File: src/rtl/alu_pipe.sv
// Handshaked ALU: one operation per valid/ready transfer, result and flags held until accepted.
// Define ALU_FAST_SHIFT_EN for a single-cycle barrel shifter; default shifts iterate one bit per cycle.
module alu_pipe #(
   parameter int N_BUS = 8,
   parameter int N_OP  = 6
) (
   input  logic                    i_clk,
   input  logic                    i_rst_n,
   input  logic                    i_valid,
   output logic                    o_ready,
   input  logic signed [N_BUS-1:0] i_A,
   input  logic signed [N_BUS-1:0] i_B,
   input  logic [N_OP-1:0]         i_OP,
   output logic                    o_valid,
   input  logic                    i_ready,
   output logic signed [N_BUS-1:0] o_RES,
   output logic                    o_zero,
   output logic                    o_neg,
   output logic                    o_carry,
   output logic                    o_ovf,
   output logic                    o_err
);

   localparam logic [N_OP-1:0] OP_ADD = N_OP'(6'b100000);
   localparam logic [N_OP-1:0] OP_SUB = N_OP'(6'b100010);
   localparam logic [N_OP-1:0] OP_AND = N_OP'(6'b100100);
   localparam logic [N_OP-1:0] OP_OR  = N_OP'(6'b100101);
   localparam logic [N_OP-1:0] OP_XOR = N_OP'(6'b100110);
   localparam logic [N_OP-1:0] OP_NOR = N_OP'(6'b100111);
   localparam logic [N_OP-1:0] OP_SLL = N_OP'(6'b000000);
   localparam logic [N_OP-1:0] OP_SRL = N_OP'(6'b000010);
   localparam logic [N_OP-1:0] OP_SRA = N_OP'(6'b000011);
   localparam logic [N_OP-1:0] OP_SLT = N_OP'(6'b101010);
   localparam logic [N_BUS-1:0] NB    = N_BUS'(N_BUS);

`ifdef ALU_FAST_SHIFT_EN
   typedef enum logic {IDLE, HOLD} state_t;
`else
   typedef enum logic [1:0] {IDLE, SHIFT, HOLD} state_t;
   localparam int CW = $clog2(N_BUS + 1);
`endif

   // Any amount of N_BUS or more behaves exactly like N_BUS.
   function automatic logic [N_BUS-1:0] sat_amt(input logic [N_BUS-1:0] b);
      sat_amt = (b > NB) ? NB : b;
   endfunction

`ifdef ALU_FAST_SHIFT_EN
   function automatic logic [N_BUS-1:0] barrel(input logic [N_OP-1:0] op,
                                                input logic [N_BUS-1:0] v,
                                                input logic [N_BUS-1:0] k);
      case (op)
         OP_SLL:  barrel = v << k;
         OP_SRA:  barrel = $unsigned($signed(v) >>> k);
         default: barrel = v >> k;
      endcase
   endfunction
`else
   function automatic logic [N_BUS-1:0] shift_step(input logic [N_OP-1:0] op,
                                                    input logic [N_BUS-1:0] v);
      case (op)
         OP_SLL:  shift_step = {v[N_BUS-2:0], 1'b0};
         OP_SRA:  shift_step = {v[N_BUS-1], v[N_BUS-1:1]};
         default: shift_step = {1'b0, v[N_BUS-1:1]};
      endcase
   endfunction
`endif

   state_t state, state_n;

   logic              accept;
   logic              load_alu;
   logic [N_BUS-1:0]  amt;
   logic [N_BUS:0]    sum, diff;
   logic [N_BUS-1:0]  alu_res;
   logic              alu_carry, alu_ovf, alu_err;

   logic [N_BUS-1:0]  res_p1;
   logic              zero_p1, neg_p1, carry_p1, ovf_p1, err_p1;

   assign o_ready = (state == IDLE) || (state == HOLD && i_ready);
   assign o_valid = (state == HOLD);
   assign accept  = i_valid && o_ready;
   assign amt     = sat_amt($unsigned(i_B));

`ifdef ALU_FAST_SHIFT_EN
   assign load_alu = accept;
`else
   logic              is_shift, load_shift, shift_done;
   logic [N_BUS-1:0]  sh_p0, step_res;
   logic [CW-1:0]     cnt_p0;
   logic [N_OP-1:0]   sop_p0;

   assign is_shift   = (i_OP == OP_SLL) || (i_OP == OP_SRL) || (i_OP == OP_SRA);
   assign load_shift = accept && is_shift && (amt != '0);
   assign load_alu   = accept && !load_shift;
   assign step_res   = shift_step(sop_p0, sh_p0);
   assign shift_done = (state == SHIFT) && (cnt_p0 == CW'(1));
`endif

   always_comb begin
      sum       = {1'b0, $unsigned(i_A)} + {1'b0, $unsigned(i_B)};
      diff      = {1'b0, $unsigned(i_A)} - {1'b0, $unsigned(i_B)};
      alu_res   = '0;
      alu_carry = 1'b0;
      alu_ovf   = 1'b0;
      alu_err   = 1'b0;
      case (i_OP)
         OP_ADD: begin
            alu_res   = sum[N_BUS-1:0];
            alu_carry = sum[N_BUS];
            alu_ovf   = (i_A[N_BUS-1] == i_B[N_BUS-1]) && (sum[N_BUS-1] != i_A[N_BUS-1]);
         end
         OP_SUB: begin
            alu_res   = diff[N_BUS-1:0];
            alu_carry = diff[N_BUS];
            alu_ovf   = (i_A[N_BUS-1] != i_B[N_BUS-1]) && (diff[N_BUS-1] != i_A[N_BUS-1]);
         end
         OP_AND: alu_res = i_A & i_B;
         OP_OR:  alu_res = i_A | i_B;
         OP_XOR: alu_res = i_A ^ i_B;
         OP_NOR: alu_res = ~(i_A | i_B);
         // Direct signed compare, so an overflowing A-B cannot flip the answer.
         OP_SLT: alu_res = {{(N_BUS-1){1'b0}}, (i_A < i_B)};
`ifdef ALU_FAST_SHIFT_EN
         OP_SLL, OP_SRL, OP_SRA: alu_res = barrel(i_OP, i_A, amt);
`else
         OP_SLL, OP_SRL, OP_SRA: alu_res = i_A;
`endif
         default: alu_err = 1'b1;
      endcase
   end

   always_comb begin
      state_n = state;
      case (state)
         IDLE: begin
`ifdef ALU_FAST_SHIFT_EN
            if (accept) state_n = HOLD;
`else
            if (accept) state_n = load_shift ? SHIFT : HOLD;
         end
         SHIFT: begin
            if (cnt_p0 == CW'(1)) state_n = HOLD;
`endif
         end
         HOLD: begin
`ifdef ALU_FAST_SHIFT_EN
            if (i_ready) state_n = i_valid ? HOLD : IDLE;
`else
            if (i_ready) state_n = i_valid ? (load_shift ? SHIFT : HOLD) : IDLE;
`endif
         end
         default: state_n = IDLE;
      endcase
   end

   always_ff @(posedge i_clk or negedge i_rst_n) begin
      if (!i_rst_n) state <= IDLE;
      else          state <= state_n;
   end

   // Result stage: loaded at accept for single-cycle ops, or when the shifter finishes.
   always_ff @(posedge i_clk or negedge i_rst_n) begin
      if (!i_rst_n) begin
         res_p1   <= '0;
         zero_p1  <= 1'b0;
         neg_p1   <= 1'b0;
         carry_p1 <= 1'b0;
         ovf_p1   <= 1'b0;
         err_p1   <= 1'b0;
      end else if (load_alu) begin
         res_p1   <= alu_res;
         zero_p1  <= (alu_res == '0);
         neg_p1   <= alu_res[N_BUS-1];
         carry_p1 <= alu_carry;
         ovf_p1   <= alu_ovf;
         err_p1   <= alu_err;
`ifndef ALU_FAST_SHIFT_EN
      end else if (shift_done) begin
         res_p1   <= step_res;
         zero_p1  <= (step_res == '0);
         neg_p1   <= step_res[N_BUS-1];
         carry_p1 <= 1'b0;
         ovf_p1   <= 1'b0;
         err_p1   <= 1'b0;
`endif
      end
   end

`ifndef ALU_FAST_SHIFT_EN
   // Shift stage: working value and remaining bit count.
   always_ff @(posedge i_clk) begin
      if (load_shift) begin
         sh_p0  <= i_A;
         cnt_p0 <= amt[CW-1:0];
         sop_p0 <= i_OP;
      end else if (state == SHIFT) begin
         sh_p0  <= step_res;
         cnt_p0 <= cnt_p0 - CW'(1);
      end
   end
`endif

   assign o_RES   = res_p1;
   assign o_zero  = zero_p1;
   assign o_neg   = neg_p1;
   assign o_carry = carry_p1;
   assign o_ovf   = ovf_p1;
   assign o_err   = err_p1;

endmodule
File: config.mk
export PLATFORM = sky130hd
export DESIGN_NAME = alu_pipe
export DESIGN_NICKNAME = d
export VERILOG_FILES = /design/src/rtl/alu_pipe.sv
export SDC_FILE = /design/constraint.sdc
export NUM_CORES = 1
export LEC_CHECK = 0
export ABC_CLOCK_PERIOD_IN_PS = 1800
export CORE_MARGIN = 8
export CORE_UTILIZATION = 50
export CTS_CLUSTER_SIZE = 24
export DETAILED_ROUTE_END_ITERATION = 6
export PLACE_DENSITY = 0.85
export SETUP_SLACK_MARGIN = 0.5
export SYNTH_ARGS = -nofsm -noshare
export SYNTH_HDL_FRONTEND = slang
export SYNTH_SLANG_ARGS = --single-unit
File: constraint.sdc
create_clock -name i_clk -period 1.8 [get_ports i_clk]
set_clock_uncertainty 0.05 [all_clocks]
set_input_delay 0.45 -clock i_clk [delete_from_list [all_inputs] [get_ports i_clk]]
set_output_delay 0.45 -clock i_clk [all_outputs]
set_load 0.05 [all_outputs]
==> results of run 1 <==
-- registers in the layout, summed over array words and instances, names as in the netlist --
register  cells
cnt_p0        4
sh_p0         8
o_carry       1
o_RES         8
sop_p0        6
o_err         1
o_ovf         1
o_zero        1
state         2
-- stage by stage --
stage,TNS (ns),instance area (um^2)
3_5_place_dp,-35.34,4170
3_3_place_gp,-34.45,4170
2_1_floorplan,-8.38,3200
4_1_cts,-8.01,4990
6_report,-13.95,5250
5_1_grt,-15.23,5250
-- cell usage after synthesis (3+ instances only) --
cell type	instances
buf_2	9
mux2i_1	13
o221ai_1	3
a221oi_1	3
dfrtp_1	14
nor3_1	12
a21oi_1	29
xnor2_1	7
inv_1	28
o21ai_0	18
nor2b_1	6
nand2b_1	5
mux2_2	3
nand2_1	24
nand3_1	12
a221o_1	3
a31oi_1	5
nor2_1	29
edfxtp_1	18
buf_6	4
ha_1	28
a211oi_1	8
-- power by group through the flow --
stage	combinational [mW]	clock [mW]	sequential [mW]
floorplan	0.471	0	0.947
global placement	0.938	0	0.856
detailed placement	0.971	0	0.857
CTS	1.17	0.539	0.848
global route	1.48	0.626	0.861
finish	1.45	0.626	0.862
-- repair_timing --
item	CTS	global route
pin swaps	59	30
hold buffers	0	0
endpoints found under the setup margin	59	59
resized for setup	166	38
cloned	3	1
setup buffers	34	12
-- layer usage --
metal / routed length, um / vias to the layer above / GRT usage
li1: - / 1534 / -
met1: 5680 / 1873 / 0.347
met2: 7810 / 540 / 0.529
met3: 2750 / 203 / 0.0688
met4: 1630 / 2 / 0.239
met5: 13 / - / 0
-- logic make-up (layout without fill, tap and decap cells) --
| group | count (synthesis) | after routing | share of synthesized area |
|---|---|---|---|
| multiplexers | 16 | 16 | 0.0559 |
| buffers and inverters | 47 | 211 | 0.0768 |
| adder cells (fa/ha/maj) | 30 | 30 | 0.133 |
| other | 0 | 1 | 0 |
| AO/OA/AOI/OAI | 93 | 93 | 0.216 |
| AND/OR/NAND/NOR | 105 | 106 | 0.191 |
| XOR/XNOR | 8 | 8 | 0.0239 |
| flip-flops | 32 | 32 | 0.304 |
-- cells in the final DEF, fill, tap and decap left out, types with 12 or more instances in the layout --
cell / instances
buf_4: 100
buf_6: 42
nand2_1: 23
nor2_1: 22
a21oi_2: 19
edfxtp_1: 18
inv_1: 16
ha_1: 14
mux2i_1: 13
dfrtp_1: 12
-- final timing paths --
check                          start   endpoint  slack, ns  depth (start not counted)
max                           i_A[0]     o_zero      -1.06                         12
min                          i_rst_n   o_RES[1]       0.45                          2
max reg2reg                cnt_p0[1]     o_zero      -0.40                          8
min reg2reg                 o_RES[5]   o_RES[5]       0.56                          2
max in group asynchronous    i_rst_n   state[0]       1.00                          2
min in group i_clk           i_OP[1]  sop_p0[1]       0.54                          2
-- area by class of cell --
cell class,instances,area [um^2],area share
Inverter,28,143,0.0271
Clock inverter,3,18.8,0.00357
Multi-Input combinational cell,253,2380,0.453
Antenna cell,1,2.50,0.000476
Clock buffer,5,68.8,0.0131
Sequential cell,32,893,0.170
Tap cell,75,93.8,0.0179
Timing Repair Buffer,175,1650,0.314
==> reports/metrics.csv, run 1 <==
metric,value,unit
status,"finished, violations left",
violated checks,setup timing,
worst hold-check slack,0.447,ns
number of cell rows,28,
sequential power share,0.293,
"Setup violations, final",44,
clock share of power,0.213,
setup repair after global routing missed its margin,true,
remaining antenna violation count,0,
# DRC,0,
critical path data arrival time,3.03,ns
worst path cell trace,"buf_6, buf_8, inv_12, buf_4, buf_4, ha_1, mux2i_1, o21ai_0, nand2_1, nand4_1, nor4_4, a41o_1",
clock-pin transition on the worst setup and hold timing paths,0.10,ns
worst rel slew slack,0.608,
die width,92.6,um
worst-case setup slack after placement,-1.17,ns
minimum setup slack in the final design,-1.06,ns
synthesized netlist net count,387,
Critical Path Source Type,input pin,
"Max FO, Critical Path",3,
Sw Pwr,1.21,mW
share of async-settable or async-resettable flops after synthesis,0.438,
"wirelength, routed",17900,um
number of enable flip-flop cells after synthesis,18,
"Buf+Inv Stages, Crit Path",5,
top_reg_cell synth,edfxtp_1,
number of iterations in the first detailed-routing pass,7,
half-perimeter wire length of the detailed placement result,7020,um
fraction of layout instances using a drive strength above 1,0.567,
library cell used as clock root buffer,clkbuf_8,
critical path class,input pin to register,
"Core Util, Final",0.909,
ranking of synthesized cells by area,"edfxtp_1 (18%), dfrtp_1 (12%), ha_1 (12%)",
combinational cell fraction of total power,0.494,
number of hold-slack violations in the final timing report,0,
final weighted congestion in routability-driven placement,0.940,
fin crit period,2.86,ns
number of warnings printed during yosys synthesis,0,
worst ir drop on vdd,0.000592,V
Top Ports,41,
netlist area before placement,2930,um^2
critical path's largest stage delay,0.47,ns
cell family contributing the most delay on the critical path,simple AND/OR/NAND/NOR gates,
drt initial violations,690,
synthesized netlist cell count,331,
vias in the first global route,3871,
leading area contributor after synthesis,edfxtp_1,
leakage power of the design,2.35,nW
pins over their slew limit,0,
net switching fraction of the power,0.411,
detailed-route wire length per cell,31.3,um
via/cell ratio,7.26,
Cell Count Post-Placement,513,
CTS tree,done,
"Net count, final",551,
count of clock tree sinks,32,
core region area,5780,um^2
number of buffer cells added on primary ports,40,
Required @ worst endpoint,1.97,ns
vias,4152,
die footprint,8570,um^2
number of library cell types mapped by synthesis,60,
initial antenna violation count,2,
H-Tree Level Count,2,
Avg Inst Size Synth,8.86,um^2
most numerous cell on the critical path,buf_4,
slowest CP cell,mux2i_1,
Num CTS Buffers,5,
post-layout instance count excluding filler cells,572,
largest net degree at the start of global routing,16,
# fillers,207,
sum of overflow across all layers after global routing,0,
Area growth syn-to-layout,79.2,%
pin slew with the least headroom to its limit,0.571,ns
share of synthesized area occupied by flip-flops and latches,0.304,
Achievable Freq,350,MHz
post-layout power,2.94,mW
Min-Delay Path Class,input pin to asynchronous set/reset pin,
Maximum Capacitance Violations,0,
starting density of the core,0.507,
CP endpoint kind,register,
Power Density,560,nW/um^2
die height,92.6,um
clock latency on the worst-skew pair,0.32,ns
number of buffers on the longest clock path,2,
wire length of the first global-routing pass,21100,um
Total GRT Usage,0.317,
fraction of post-synthesis cell area in the top cell type by area,0.184,
#FFs+latches synth,32,
post-route clock period utilization,1.59,
internal portion of total power,1.73,mW
Power figures use the tool's default switching activity.
==> run 2: changes to the inputs <==
--- a/config.mk
+++ b/config.mk
@@ -7,10 +7,10 @@
 export LEC_CHECK = 0
 export ABC_CLOCK_PERIOD_IN_PS = 1800
 export CORE_MARGIN = 8
-export CORE_UTILIZATION = 50
+export CORE_UTILIZATION = 45
 export CTS_CLUSTER_SIZE = 24
 export DETAILED_ROUTE_END_ITERATION = 6
-export PLACE_DENSITY = 0.85
+export PLACE_DENSITY = 0.78
 export SETUP_SLACK_MARGIN = 0.5
 export SYNTH_ARGS = -nofsm -noshare
 export SYNTH_HDL_FRONTEND = slang
==> run 2 against run 1 <==
The flow still finishes with violations (setup timing). Utilization shrank 11 points. Hold slack lost 0.024 ns. Clock power grew 14%. Routed wire length shrank 30%. Cell area shrank 3.9%. Combinational power shrank 16%. Sequential share of layout area grew 0.69 points. Die area grew 9.1%. Register-to-register slack lost 0.14 ns. Critical endpoint unchanged.
==> reports/metrics.csv, run 2 (synthesis gave the netlist of run 1 again) <==
metric,value,unit
Cell Count Post-Placement,515,
combinational cell fraction of total power,0.437,
die width,96.7,um
Required @ worst endpoint,1.97,ns
worst hold-check slack,0.423,ns
"commonest non-fill, non-tap cells in the layout","buf_4 (97), buf_6 (31), nor2_1 (21), nand2_1 (21)",
Area growth syn-to-layout,72.3,%
Antenna Diode Count,0,
library cell used as clock root buffer,clkbuf_8,
drt initial violations,279,
status,"finished, violations left",
slowest CP cell,a221oi_2,
number of buffers on the longest clock path,2,
Critical Path Source Type,input pin,
vias in the first global route,3388,
critical path class,input pin to register,
critical path's largest stage delay,0.52,ns
largest net degree at the start of global routing,18,
CTS tree,done,
"Max FO, Critical Path",3,
Num CTS Buffers,5,
fin crit period,2.60,ns
number of cell rows,29,
final weighted congestion in routability-driven placement,0.918,
vias,3481,
post-layout power,2.78,mW
"Net count, final",540,
cell depth of the worst flop-to-flop path,7,
critical path data arrival time,2.77,ns
die footprint,9350,um^2
core region area,6310,um^2
worst path cell trace,"buf_6, buf_8, inv_12, ha_4, inv_2, fa_2, nand2b_4, a211oi_2, buf_4, nor3_2, o22ai_1, xnor2_1, a221oi_2, a41o_1",
sequential power share,0.308,
detailed-route wire length per cell,22.4,um
total area of multi-input combinational cells,2330,um^2
# DRC,0,
wire length of the first global-routing pass,16500,um
worst-case setup slack after placement,-1.18,ns
clock-pin transition on the worst setup and hold timing paths,0.08,ns
number of iterations in the first detailed-routing pass,5,
via/cell ratio,6.19,
RR Endpoint,o_zero,
minimum setup slack in the final design,-0.804,ns
remaining antenna violation count,0,
die height,96.7,um
Sw Pwr,0.989,mW
sequential cell area,893,um^2
setup repair after global routing missed its margin,true,
Achievable Freq,384,MHz
pin slew with the least headroom to its limit,0.562,ns
leakage power of the design,2.27,nW
net switching fraction of the power,0.355,
half-perimeter wire length of the detailed placement result,6930,um
Total GRT Usage,0.212,
pins over their slew limit,0,
Maximum Capacitance Violations,0,
post-layout instance count excluding filler cells,562,
cell family contributing the most delay on the critical path,compound AO/OA/AOI/OAI gates,
starting density of the core,0.464,
Power Density,551,nW/um^2
fraction of layout instances using a drive strength above 1,0.555,
H-Tree Level Count,2,
# fillers,337,
worst ir drop on vdd,0.000771,V
number of hold-slack violations in the final timing report,0,
"Setup violations, final",43,
initial antenna violation count,0,
violated checks,setup timing,
slack of the worst reg-to-reg path,-0.54,ns
internal portion of total power,1.80,mW
post-route clock period utilization,1.45,
clock share of power,0.255,
worst rel slew slack,0.626,
Top Ports,41,
sum of overflow across all layers after global routing,0,
"Core Util, Final",0.800,
count of clock tree sinks,32,
start of the worst register-to-register path,sop_p0[3],
clock latency on the worst-skew pair,0.30,ns
number of buffer cells added on primary ports,40,
CP endpoint kind,register,
"wirelength, routed",12600,um
Min-Delay Path Class,input pin to asynchronous set/reset pin,
"Buf+Inv Stages, Crit Path",5,
most common library cell in the layout ignoring fill and taps,buf_4,
[run 2: worst reg2reg max path, stage by stage (launching register included)]
cell	delay, ns
edfxtp_1	0.37
nor4_1	0.41
nand2_1	0.15
buf_4	0.23
o21ai_0	0.24
nand3_1	0.17
a21oi_1	0.42
a41o_1	0.22
[run 2: power by group through the flow]
| stage | clock [mW] | sequential (mW) | combinational (mW) |
|---|---|---|---|
| 2_1_floorplan | 0 | 0.947 | 0.471 |
| 3_3_place_gp | 0 | 0.855 | 0.946 |
| 3_5_place_dp | 0 | 0.858 | 0.971 |
| 4_1_cts | 0.664 | 0.848 | 1.11 |
| 5_1_grt | 0.726 | 0.857 | 1.28 |
| 6_report | 0.711 | 0.856 | 1.22 |
[run 2: what timing repair did]
item                                    4_1_cts  5_1_grt
endpoints found under the setup margin       59       59
hold buffers                                  0        0
cloned                                        3        1
gates resized for setup                     157       33
pin swaps                                    51       35
setup buffers                                22       13
[run 2: how the worst max path moves through the flow]
stage          startpoint  depth (start not counted)  slack [ns]  endpoint
2_1_floorplan      i_A[0]                         11       -0.43    o_zero
3_3_place_gp       i_A[0]                         13       -1.13    o_zero
3_5_place_dp       i_A[0]                         13       -1.18    o_zero
4_1_cts            i_A[0]                         14       -0.55  o_RES[6]
5_1_grt            i_A[0]                         14       -0.88    o_zero
6_report           i_A[0]                         14       -0.80    o_zero
[run 2: layer usage]
| layer | share of wire | vias to the layer above | GRT usage |
|---|---|---|---|
| met5 | 0 | - | 0 |
| met2 | 0.49 | 235 | 0.381 |
| met1 | 0.35 | 1650 | 0.223 |
| li1 | - | 1501 | - |
| met4 | 0.085 | 0 | 0.123 |
| met3 | 0.079 | 95 | 0.0455 |
[run 2: layout make-up]
type,instances,area share
timing repair buffer,163,0.293
clock inverter,3,0.00743
inverter,28,0.0282
multi-input combinational,254,0.461
sequential,32,0.177
tap,77,0.0191
clock buffer,5,0.0136
[run 2: stage by stage]
step	cell area [um^2]	setup TNS, ns
floorplan	3200	-8.38
global placement	4190	-34.90
detailed placement	4190	-35.94
CTS	4810	-9.10
global route	5050	-13.84
finish	5050	-12.16
